`src/rtl/multi_alarm_fsm.sv`:
```
// Mode/alarm controller: field editing, N-channel alarm match, ring and bounded snooze.
// Optional ring auto-timeout is built when MULTI_ALARM_RING_TIMEOUT_EN is defined.
module multi_alarm_fsm #(
    parameter int N_ALARMS     = 2,
    parameter int SNOOZE_SECS  = 30,
    parameter int MAX_SNOOZE   = 3,
    parameter int RING_TIMEOUT = 60
) (
    input  logic                            clk,
    input  logic                            rst,
    input  logic                            tick_sec,
    input  logic                            btn_up,
    input  logic                            btn_down,
    input  logic                            btn_left,
    input  logic                            btn_right,
    input  logic                            btn_center,
    input  logic [4:0]                      time_h,
    input  logic [5:0]                      time_m,
    input  logic [5:0]                      time_s,
    input  logic [5*N_ALARMS-1:0]           alarm_h,
    input  logic [6*N_ALARMS-1:0]           alarm_m,
    input  logic [N_ALARMS-1:0]             alarm_arm,
    output logic                            adjust,
    output logic [3:0]                      edit_en,
    output logic [$clog2(N_ALARMS)-1:0]     sel_alarm,
    output logic                            ring,
    output logic                            snoozing,
    output logic [$clog2(N_ALARMS)-1:0]     ring_id,
    output logic [$clog2(MAX_SNOOZE+1)-1:0] snooze_left
);

    localparam int SW = $clog2(N_ALARMS);
    localparam int LW = $clog2(MAX_SNOOZE + 1);
    localparam int CW = $clog2(SNOOZE_SECS);

    localparam logic [SW-1:0] SEL_MAX  = SW'(N_ALARMS - 1);
    localparam logic [LW-1:0] SNZ_INIT = LW'(MAX_SNOOZE);
    localparam logic [CW-1:0] SNZ_LAST = CW'(SNOOZE_SECS - 1);

    if (N_ALARMS < 2 || SNOOZE_SECS < 2 || MAX_SNOOZE < 1 || RING_TIMEOUT < 2) begin : g_param_err
        $error("multi_alarm_fsm: parameter out of range");
    end

    typedef enum logic [2:0] {
        S_TH,
        S_TM,
        S_AH,
        S_AM,
        S_CLOCK,
        S_RING,
        S_SNOOZE
    } state_t;

    state_t        state, state_n;
    logic [SW-1:0] sel_n, rid_n, hit_id;
    logic [LW-1:0] left_n;
    logic [CW-1:0] snz_cnt, snz_cnt_n;
    logic          fired, fired_n;
    logic          hit, match, snz_req;
    logic          any_dir, any_btn;
    logic [3:0]    edit_n;

`ifdef MULTI_ALARM_RING_TIMEOUT_EN
    localparam int RW = $clog2(RING_TIMEOUT);
    localparam logic [RW-1:0] RING_LAST = RW'(RING_TIMEOUT - 1);

    logic [RW-1:0] ring_cnt, ring_cnt_n;
`endif

    assign any_dir = btn_up | btn_down | btn_left | btn_right;
    assign any_btn = any_dir | btn_center;

    // Scan high to low so the lowest armed matching channel is kept.
    always_comb begin
        hit    = 1'b0;
        hit_id = '0;
        for (int i = N_ALARMS - 1; i >= 0; i--) begin
            if (alarm_arm[i] &&
                alarm_h[i*5 +: 5] == time_h &&
                alarm_m[i*6 +: 6] == time_m) begin
                hit    = 1'b1;
                hit_id = SW'(i);
            end
        end
        match = hit && (time_s == 6'd0) && !fired;
    end

    always_comb begin
        state_n   = state;
        sel_n     = sel_alarm;
        rid_n     = ring_id;
        left_n    = snooze_left;
        snz_cnt_n = snz_cnt;
        snz_req   = 1'b0;
        fired_n   = (time_s != 6'd0) ? 1'b0 : fired;
`ifdef MULTI_ALARM_RING_TIMEOUT_EN
        ring_cnt_n = ring_cnt;
`endif
        case (state)
            S_TH: begin
                if (btn_right) begin
                    state_n = S_TM;
                end else if (btn_left) begin
                    state_n = S_AM;
                    sel_n   = SEL_MAX;
                end else if (btn_center) begin
                    state_n = S_CLOCK;
                end
            end
            S_TM: begin
                if (btn_right) begin
                    state_n = S_AH;
                end else if (btn_left) begin
                    state_n = S_TH;
                end else if (btn_center) begin
                    state_n = S_CLOCK;
                end
            end
            S_AH: begin
                if (btn_right) begin
                    state_n = S_AM;
                end else if (btn_left) begin
                    if (sel_alarm != '0) begin
                        state_n = S_AM;
                        sel_n   = sel_alarm - 1'b1;
                    end else begin
                        state_n = S_TM;
                    end
                end else if (btn_center) begin
                    state_n = S_CLOCK;
                end
            end
            S_AM: begin
                if (btn_right) begin
                    if (sel_alarm < SEL_MAX) begin
                        state_n = S_AH;
                        sel_n   = sel_alarm + 1'b1;
                    end else begin
                        state_n = S_TH;
                        sel_n   = '0;
                    end
                end else if (btn_left) begin
                    state_n = S_AH;
                end else if (btn_center) begin
                    state_n = S_CLOCK;
                end
            end
            S_CLOCK: begin
                if (match) begin
                    state_n = S_RING;
                    rid_n   = hit_id;
                    fired_n = 1'b1;
                    left_n  = SNZ_INIT;
`ifdef MULTI_ALARM_RING_TIMEOUT_EN
                    ring_cnt_n = '0;
`endif
                end else if (btn_center) begin
                    state_n = S_TH;
                    sel_n   = '0;
                end
            end
            S_RING: begin
                snz_req = btn_center;
`ifdef MULTI_ALARM_RING_TIMEOUT_EN
                if (tick_sec && !btn_center) begin
                    if (ring_cnt == RING_LAST) begin
                        snz_req = 1'b1;
                    end else begin
                        ring_cnt_n = ring_cnt + 1'b1;
                    end
                end
`endif
                if (any_dir) begin
                    state_n = S_CLOCK;
                end else if (snz_req) begin
                    if (snooze_left != '0) begin
                        state_n   = S_SNOOZE;
                        left_n    = snooze_left - 1'b1;
                        snz_cnt_n = '0;
                    end else begin
                        state_n = S_CLOCK;
                    end
                end
            end
            S_SNOOZE: begin
                if (any_btn) begin
                    state_n = S_CLOCK;
                end else if (tick_sec) begin
                    if (snz_cnt == SNZ_LAST) begin
                        state_n = S_RING;
`ifdef MULTI_ALARM_RING_TIMEOUT_EN
                        ring_cnt_n = '0;
`endif
                    end else begin
                        snz_cnt_n = snz_cnt + 1'b1;
                    end
                end
            end
            default: begin
                state_n = S_TH;
                sel_n   = '0;
            end
        endcase
    end

    always_comb begin
        edit_n = 4'b0000;
        case (state_n)
            S_TH:    edit_n = 4'b1000;
            S_TM:    edit_n = 4'b0100;
            S_AH:    edit_n = 4'b0010;
            S_AM:    edit_n = 4'b0001;
            default: edit_n = 4'b0000;
        endcase
    end

    always_ff @(posedge clk or posedge rst) begin
        if (rst) begin
            state       <= S_TH;
            sel_alarm   <= '0;
            ring_id     <= '0;
            snooze_left <= SNZ_INIT;
            fired       <= 1'b0;
            snz_cnt     <= '0;
            adjust      <= 1'b1;
            edit_en     <= 4'b1000;
            ring        <= 1'b0;
            snoozing    <= 1'b0;
`ifdef MULTI_ALARM_RING_TIMEOUT_EN
            ring_cnt    <= '0;
`endif
        end else begin
            state       <= state_n;
            sel_alarm   <= sel_n;
            ring_id     <= rid_n;
            snooze_left <= left_n;
            fired       <= fired_n;
            snz_cnt     <= snz_cnt_n;
            adjust      <= (edit_n != 4'b0000);
            edit_en     <= edit_n;
            ring        <= (state_n == S_RING);
            snoozing    <= (state_n == S_SNOOZE);
`ifdef MULTI_ALARM_RING_TIMEOUT_EN
            ring_cnt    <= ring_cnt_n;
`endif
        end
    end

endmodule

```
`config.mk`:
```
export PLATFORM = sky130hd
export DESIGN_NAME = multi_alarm_fsm
export DESIGN_NICKNAME = d
export VERILOG_FILES = /design/src/rtl/multi_alarm_fsm.sv
export SDC_FILE = /design/constraint.sdc
export NUM_CORES = 1
export LEC_CHECK = 0
export CORE_MARGIN = 4
export CORE_UTILIZATION = 41
export CTS_BUF_LIST = sky130_fd_sc_hd__clkbuf_4
export DETAILED_ROUTE_END_ITERATION = 7
export GPL_TIMING_DRIVEN = 1
export HOLD_SLACK_MARGIN = 0.05
export PLACE_DENSITY = 0.78
export SKIP_CTS_REPAIR_TIMING = 1
export SYNTH_ARGS = -nofsm -noshare
export SYNTH_HDL_FRONTEND = slang
export SYNTH_SLANG_ARGS = --single-unit
```
`constraint.sdc`:
```
create_clock -name clk -period 3.3 [get_ports clk]
set_clock_uncertainty 0.15 [all_clocks]
set_input_delay 0.495 -clock clk [delete_from_list [all_inputs] [get_ports clk]]
set_output_delay 0.495 -clock clk [all_outputs]
set_load 0.005 [all_outputs]
```
After elaboration in Yosys (flattened, before gate mapping)
Cells that the tools add are included.
- memories kept: 0
- latch bits: 0
- register bits: 20
- bits in read-only memories: 0
- bits of input ports: 49
- logic and storage cells: 119
- output and inout port bits: 11
- memory bits (writable): 0
- $lt $le $gt $ge: 1
- add/subtract/negate cells: 4
- eq/ne operators: 30
- bitwise operators: 5
- reductions and logical operators: 20
- divide/modulo/power cells: 0
- multiply operators: 0
- multiplexer cells: 49
- shift operators: 0
- operator list (kind ; number):
    2-to-1 mux 3 bit ; 16
    2-to-1 mux 5 bit ; 6
    != test 2 bit, second input constant ; 14
    case mux 3 bit (7 select lines) ; 1
    case mux 4 bit (4 select lines) ; 1
    == test 3 bit, second input constant ; 5
    2-to-1 mux 1 bit ; 15
    2-to-1 mux 2 bit ; 7
    == test 3 x 2 -> 1 bit, second input constant ; 4
    == test 6 bit ; 2
    == test 5 bit ; 2
    case mux 5 bit (2 select lines) ; 1
    AND reduction 8 bit ; 1
    AND reduction 7 bit ; 1
    == test 3 x 1 -> 1 bit, second input constant ; 2
    logical AND 1 bit ; 6
    logical NOT 3 bit ; 2
    logical NOT 6 bit ; 1
    nonzero test 2 bit ; 3
    nonzero test 6 bit ; 1
    adder 5 x 1 -> 5 bit, second input constant ; 1
    == test 5 bit, second input constant ; 1
    case mux 1 bit (5 select lines) ; 1
    AND reduction 5 bit ; 1
    other kinds (11) ; 14

Logic depth before layout (Yosys ltp)
Gate-level depths: netlist of run 1.
- depth after elaboration: 12
- depth in mapped cells: 8
- depth with buffers taken out: 7

Worst setup path before layout of run 1
OpenSTA, ideal clock, no wires.
- kind: flip-flop to flip-flop
- start: reg snooze_left[0]
- end: reg edit_en[1]
- buffers on the path: 1
- library setup time: 0.068 ns
- path slack: 1.209 ns
- required time: 3.082 ns
- clock period less this slack: 2.091 ns
- stages on the path, launching flop included: 9
- arrival time: 1.873 ns
- path through: dfstp_2 -> inv_1 -> ha_1 -> nor4bb_1 -> and3_1 -> buf_1 -> a31oi_1 -> o21ai_2 -> and4b_1
- longest elaborated chain between the ends: 7
- elaborated cells on any way between the ends: 10
- those cells by class: eq/ne (3); mux (5); reduce/logical (2)
- RTL lines (element ; line ; RTL):
    start: declaration ; 29 ; output logic [$clog2(MAX_SNOOZE+1)-1:0] snooze_left
    start signal: assignment ; 236 ; snooze_left <= left_n;
    nonzero test 2 bit (*) ; 176 ; if (snooze_left != '0) begin
    2-to-1 mux 2 bit (*) ; 176 ;
    2-to-1 mux 3 bit (*) ; 175 ; end else if (snz_req) begin
    2-to-1 mux 3 bit (*) ; 173 ; if (any_dir) begin
    case mux 3 bit (7 select lines) (*) ; 99 ; case (state)
    via state_n[1] ; 54 ; state_t state, state_n;
    == test 3 x 2 -> 1 bit, or another cell as far along ; 208 ; case (state_n)
    case mux 4 bit (4 select lines) (*) ; 208 ;
    via edit_n[1] ; 61 ; logic [3:0] edit_n;
    end signal: assignment ; 240 ; edit_en <= edit_n;
    end: declaration ; 24 ; output logic [3:0] edit_en,
Mark *: on every way through the listed nets, which the timed path passes. The rest lies on a longest branch.
A chain may end at the register's enable or synchronous reset.

Worst setup path after layout of run 1
- start: in btn_right
- end: reg snz_cnt[3]
- longest elaborated chain between the ends: 4
- elaborated cells on any way between the ends: 5
- those cells by class: eq/ne (2); bitwise (2); reduce/logical (1)
- RTL lines (element ; line ; RTL):
    start: declaration ; 15 ; input logic btn_right,
    bitwise OR 1 bit (*) ; 70 ; assign any_dir = btn_up | btn_down | btn_left | btn_right;
    bitwise OR 1 bit ; 71 ; assign any_btn = any_dir | btn_center;
    != test 2 bit (no source line) ; -- ;
    AND reduction 7 bit (no source line) (*) ; -- ;
    end signal: assignment ; 238 ; snz_cnt <= snz_cnt_n;
    end: declaration ; 57 ; logic [CW-1:0] snz_cnt, snz_cnt_n;
Mark *: on every way between the ends. The rest lies on a longest branch, timed or not.

==> results of run 1 <==
==> Yosys cell counts, types with 3 or more instances <==
cell / number / area (sq um)
a21oi_1: 3 / 15.0
a31oi_1: 4 / 25.0
clkbuf_1: 4 / 15.0
dfrtp_1: 16 / 400
dfstp_2: 4 / 105
ha_1: 3 / 37.5
inv_1: 7 / 26.3
nand2_1: 9 / 33.8
nand2b_1: 3 / 18.8
nand3_1: 5 / 25.0
nand4_1: 8 / 50.1
nor2_1: 13 / 48.8
nor2b_1: 5 / 31.3
nor3_1: 3 / 15.0
nor4_2: 3 / 37.5
o21ai_0: 4 / 20.0
xnor2_1: 22 / 193
xor2_1: 3 / 26.3
==> sequential cells by signal (all words and copies together) (netlist names) <==
name / cells
ring_id: 1
ring: 1
fired: 1
state: 3
adjust: 1
sel_alarm: 1
edit_en: 4
snoozing: 1
snz_cnt: 5
snooze_left: 2
==> cells by family after synthesis <==
logic type / Yosys count / share of synthesized area, %
AOI/OAI and AO/OA: 21 / 10.2
xor gates and xnor gates: 25 / 15.5
adders and majority gates: 3 / 2.65
buffers and inverters: 14 / 4.33
DFF: 20 / 35.7
muxes: 1 / 0.707
and+or+nand+nor: 70 / 30.9
==> power groups by stage <==
stage | registers [mW] | clock network (mW) | logic (mW)
6_report | 0.373 | 0.206 | 0.371
5_1_grt | 0.384 | 0.221 | 0.409
4_1_cts | 0.373 | 0.207 | 0.372
3_5_place_dp | 0.376 | 0 | 0.367
3_3_place_gp | 0.375 | 0 | 0.362
2_1_floorplan | 0.337 | 0 | 0.241
==> area by class of cell <==
cell class | count | area, sq um
clock buffer | 3 | 22.5
sequential | 20 | 505
inverter | 7 | 26.3
multi-input combinational | 120 | 850
timing repair buffer | 59 | 591
tap | 46 | 57.6
fill | 290 | 1250
clock inverter | 1 | 30.0
==> worst paths after layout <==
check                      cells after the start         end      startpoint
max                                            6  snz_cnt[3]       btn_right
min                                            2       fired           fired
max reg2reg                                    7  edit_en[1]  snooze_left[0]
min reg2reg                                    2       fired           fired
max in group asynchronous                      2    state[1]             rst
min in group asynchronous                      2  snz_cnt[2]             rst
==> cells in the final DEF, fill, tap and decap left out, drive strengths merged, types with 2 or more instances in the layout <==
master,synthesis,layout
nand2b,3,3
a31oi,4,4
a21oi,3,3
or3,2,2
o41ai,2,2
o21ai,5,5
clkbuf,4,3
dfrtp,16,16
nor4bb,2,2
nand3,5,5
nor2,14,14
nor2b,6,6
nor4,5,5
xnor2,22,22
xor2,3,3
clkdlybuf4s50,0,59
dfstp,4,4
nand4,8,8
ha,3,3
and3,2,2
nor4b,2,2
nor3,3,3
inv,7,7
nand2,9,9
and2,3,3
==> worst min-delay path: stages (launching register included) <==
cell	delay (ns)
dfrtp_1	0.36
nand3_1	0.07
nand2_1	0.07
==> metrics by stage <==
stage / instances / util (%)
2_1_floorplan: 154 / -
3_3_place_gp: 252 / 60.8
3_5_place_dp: 252 / 60.8
4_1_cts: 256 / 62.4
5_1_grt: 256 / 62.4
6_report: 256 / 62.4
==> metal layers <==
layer	vias up	GRT usage, %	part of all wire [%]
li1	665	-	-
met1	626	22.9	42
met2	26	32.5	53
met3	6	3.20	3.2
met4	0	4.57	1.6
met5	-	0	0
==> impl_metrics.csv, run 1 <==
group,metric,value,unit
outcome,status,"finished clean",
critical_path,cp.required,3.35,ns
power,power.total,949,uW
clock_tree,h-tree-depth,1,
worst_hold_path,min_path_type,"reg2reg",
yosys,yosys.cell_types.count,47,
timing,finalMaxSlewViolations,0,
power,leakage,0.814,nW
grt,grt_pass1_wl,6250,microns
power,p_sw,309,uW
layout,drive_above_1_share,8.10,%
yosys,yosys_warnings,0,
power,p_int,641,uW
layout,antenna_cells,0,
power,power_frac_seq,39.3,%
drt,drc,0,
yosys,ys_ff_latch,20,
critical_path,crit_family,"simple AND/OR/NAND/NOR gates",
critical_path,crit_type,"in2reg",
critical_path,cp_max_fo,10,
grt,grt_pass1_vias,1336,
floorplanning,coreArea,0.00334,sq mm
timing,slew_headroom,51.5,%
grt,antenna_found_initial,0,
drt,drt_iter0_markers,68,
drt,drt-pass1-iter-count,4,
placed_design,port_buffers,59,
yosys,syn-num-nets,206,
placed_design,place_hpwl,3230,microns
yosys,synth.avg_cell_area,9.20,sq um
clock_tree,clk_path_buf_depth,2,
placed_design,place_congestion,0.814,
critical_path,start_kind,"primary input",
power,powerDensity,456,mW/mm^2
drt,wl_per_cell,15.2,microns
timing,tns,0,ns
yosys,synth_seq_area_share,35.7,%
drt,routed-via-count,1323,
timing,setup_viol,0,
clock_tree,cts_tree,"yes",
power,combPwrFrac,39.0,%
timing,final_hold_viol_count,0,
critical_path,worstPathArrival,2.48,ns
layout,fin_area,0.00208,sq mm
critical_path,crit_slowest_cell,"or4_4",
critical_path,cp_num_buf_inv,1,
clock_tree,insertion_delay,0.32,ns
timing,tightest_slew,0.727,ns
clock_tree,cts_root_buf,"clkbuf_4",
layout,area_growth,47.0,%
clock_tree,clkSinkCount,20,
floorplanning,ioPinCount,60,
timing,whs,0.375,ns
timing,rsz0062_at_grt,"no",
floorplanning,rows,21,
clock_tree,clk_pin_slew_worst_paths,0.11,ns
timing,setup_slack,0.876,ns
clock_tree,cts-buffers-inserted,3,
power,swShare,32.5,%
floorplanning,initial_utilization,42.4,%
layout,final_net_count,263,
critical_path,end_kind,"register",
yosys,synth_edf_count,0,
power,clockPowerShare,21.7,%
grt,gr-usage-all-layers,18.4,%
grt,gr-total-overflow,0,
critical_path,slowest_delay,0.62,ns
floorplanning,die-area,0.00446,sq mm
drt,routed_wl,3890,microns
floorplanning,dieHeight,66.8,microns
drt,ant_nets,0,
timing,max_freq,413,MHz
floorplanning,die_width,66.8,microns
placed_design,placed_area,0.00203,sq mm
placed_design,dpl_worst_slack,0.574,ns
job,cap_violations,0,
critical_path,ff2ff_setup_slack,0.96,ns
yosys,synth-main-ff-cell,"dfrtp_1",
timing,period_needed,2.42,ns
power,vdd_drop_max,0.000350,V
drt,vias_per_cell,5.17,
critical_path,crit_chain,"clkdlybuf4s50_1 -> or4_4 -> nor4b_4 -> nand3_1 -> xor2_1 -> nor2_1",
yosys,syn_inst,154,
timing,period_share,73.4,%
grt,grt_max_degree,21,
yosys,async_flop_share,100,%
yosys,synth_area,0.00142,sq mm
Power figures use the tool's default switching activity.
==> inputs of run 2 (changes only) <==
clock period = 2.4 ns   (was 3.3 ns; I/O delays follow)
==> run 2 against run 1 <==
Compared with the run above:
- core utilization increased by 1.6 points
- critical endpoint is now edit_en[1]
- worst hold slack got worse by 0.051 ns
- critical path depth increased by 1
- sequential cell count unchanged
- setup slack got worse by 0.55 ns
- critical path type is now reg2reg
==> impl_metrics.csv, run 2 (synthesis gave the netlist of run 1 again) <==
group,metric,value,unit
layout,drive_above_1_share,11.1,%
timing,period_share,86.3,%
timing,slew_headroom,49.4,%
timing,rsz0062_at_grt,"no",
timing,finalMaxSlewViolations,0,
timing,period_needed,2.07,ns
timing,setup_viol,0,
power,power.total,1.30,mW
floorplanning,rows,21,
drt,drt-pass1-iter-count,4,
clock_tree,insertion_delay,0.30,ns
critical_path,rr_endpoint,"edit_en[1]",
grt,antenna_found_initial,0,
critical_path,crit_type,"reg2reg",
critical_path,end_kind,"register",
layout,largest_registers,"snz_cnt (5), edit_en (4), state (3)",
clock_tree,clk_path_buf_depth,2,
timing,tns,0,ns
timing,tightest_slew,0.758,ns
placed_design,dpl_worst_slack,-0.0157,ns
layout,largest_reg_flops,5,
clock_tree,cts_root_buf,"clkbuf_4",
job,cap_violations,0,
floorplanning,coreArea,0.00334,sq mm
layout,area_growth,50.7,%
layout,final_common_cell,"clkdlybuf4s50_1",
grt,grt_max_degree,21,
layout,final_net_count,270,
grt,gr-usage-all-layers,17.3,%
drt,drc,0,
layout,multi_input_area,850,sq um
critical_path,ff2ff_setup_slack,0.33,ns
floorplanning,die_width,66.8,microns
floorplanning,dieHeight,66.8,microns
critical_path,worstPathArrival,2.16,ns
placed_design,place_hpwl,3070,microns
placed_design,place_congestion,0.791,
drt,ant_nets,0,
critical_path,start_kind,"register",
layout,nFillCells,286,
drt,routed_wl,3690,microns
power,vdd_drop_max,0.000472,V
clock_tree,clk_pin_slew_worst_paths,0.12,ns
power,leakage,0.851,nW
grt,grt_pass1_vias,1328,
floorplanning,die-area,0.00446,sq mm
drt,vias_per_cell,5.05,
placed_design,port_buffers,59,
timing,max_freq,483,MHz
clock_tree,clkSinkCount,20,
critical_path,r2r-start,"snooze_left[0]",
clock_tree,cts-buffers-inserted,3,
outcome,status,"finished clean",
grt,gr-total-overflow,0,
floorplanning,ioPinCount,60,
layout,regMostFlops,"snz_cnt",
critical_path,r2r_cells,7,
critical_path,cp_max_fo,5,
layout,antenna_cells,0,
critical_path,cp.required,2.49,ns
layout,seq_area,505,sq um
drt,drt_iter0_markers,51,
timing,final_hold_viol_count,0,
grt,grt_pass1_wl,5970,microns
layout,mostFrequentLayoutCells,"59 x clkdlybuf4s50_1, 22 x xnor2_1, 16 x dfrtp_1",
drt,routed-via-count,1329,
floorplanning,initial_utilization,42.4,%
drt,wl_per_cell,14.0,microns
clock_tree,h-tree-depth,1,
clock_tree,cts_tree,"yes",
worst_hold_path,min_path_type,"in2async",
timing,setup_slack,0.328,ns
power,powerDensity,611,mW/mm^2
[run 2: layout make-up]
cell class,instances,area share [%]
Clock buffer,3,1.06
Clock inverter,1,1.41
Inverter,7,1.23
Multi-Input combinational cell,120,39.8
Sequential cell,20,23.7
Tap cell,46,2.70
Timing Repair Buffer,66,30.1
[run 2: per-layer routing]
| metal | share of wire, % | GRT usage [%] | vias up | routed length [microns] |
|---|---|---|---|---|
| met4 | 1.5 | 3.81 | 0 | 57 |
| li1 | - | - | 673 | - |
| met1 | 42 | 21.5 | 615 | 1560 |
| met5 | 0 | 0 | - | 0 |
| met3 | 3.8 | 3.54 | 6 | 139 |
| met2 | 52 | 30.6 | 35 | 1930 |
[run 2: how the worst max path moves through the flow]
stage | start | endpoint | slack (ns) | cells past startpoint
3_3_place_gp | time_s[1] | edit_en[1] | 0.02 | 7
2_1_floorplan | snooze_left[0] | edit_en[1] | 0.31 | 8
3_5_place_dp | time_s[1] | edit_en[1] | -0.02 | 7
5_1_grt | time_s[1] | edit_en[1] | 0.23 | 7
6_report | snooze_left[0] | edit_en[1] | 0.33 | 7
4_1_cts | time_s[1] | edit_en[1] | 0.31 | 7
[run 2: worst max-delay path, stage by stage, from the launching register on]
cell and delay (ns):
dfstp_2 0.57, inv_1 0.06, ha_1 0.21, nor4bb_1 0.34, and3_1 0.24, a31oi_1 0.08, o21ai_2 0.14, and4b_1 0.24
[run 2: report_power, final]
part           total, mW  switching [mW]  internal (mW)  leakage, nW
combinational      0.527           0.221          0.306        0.571
clock              0.276           0.107          0.169       0.0279
sequential         0.502          0.0853          0.417        0.252
total               1.30           0.413          0.891        0.851
[run 2: stage by stage]
stage                     hold slack [ns]  area [sq um]  utilization (%)  instances
after detailed placement            0.346          2080             62.4        259
after CTS                           0.344          2130             64.0        263
after floorplan                     0.171          1420                -        154
final                               0.324          2130             64.0        263
after global placement              0.330          2080             62.4        259
after global routing                0.392          2130             64.0        263
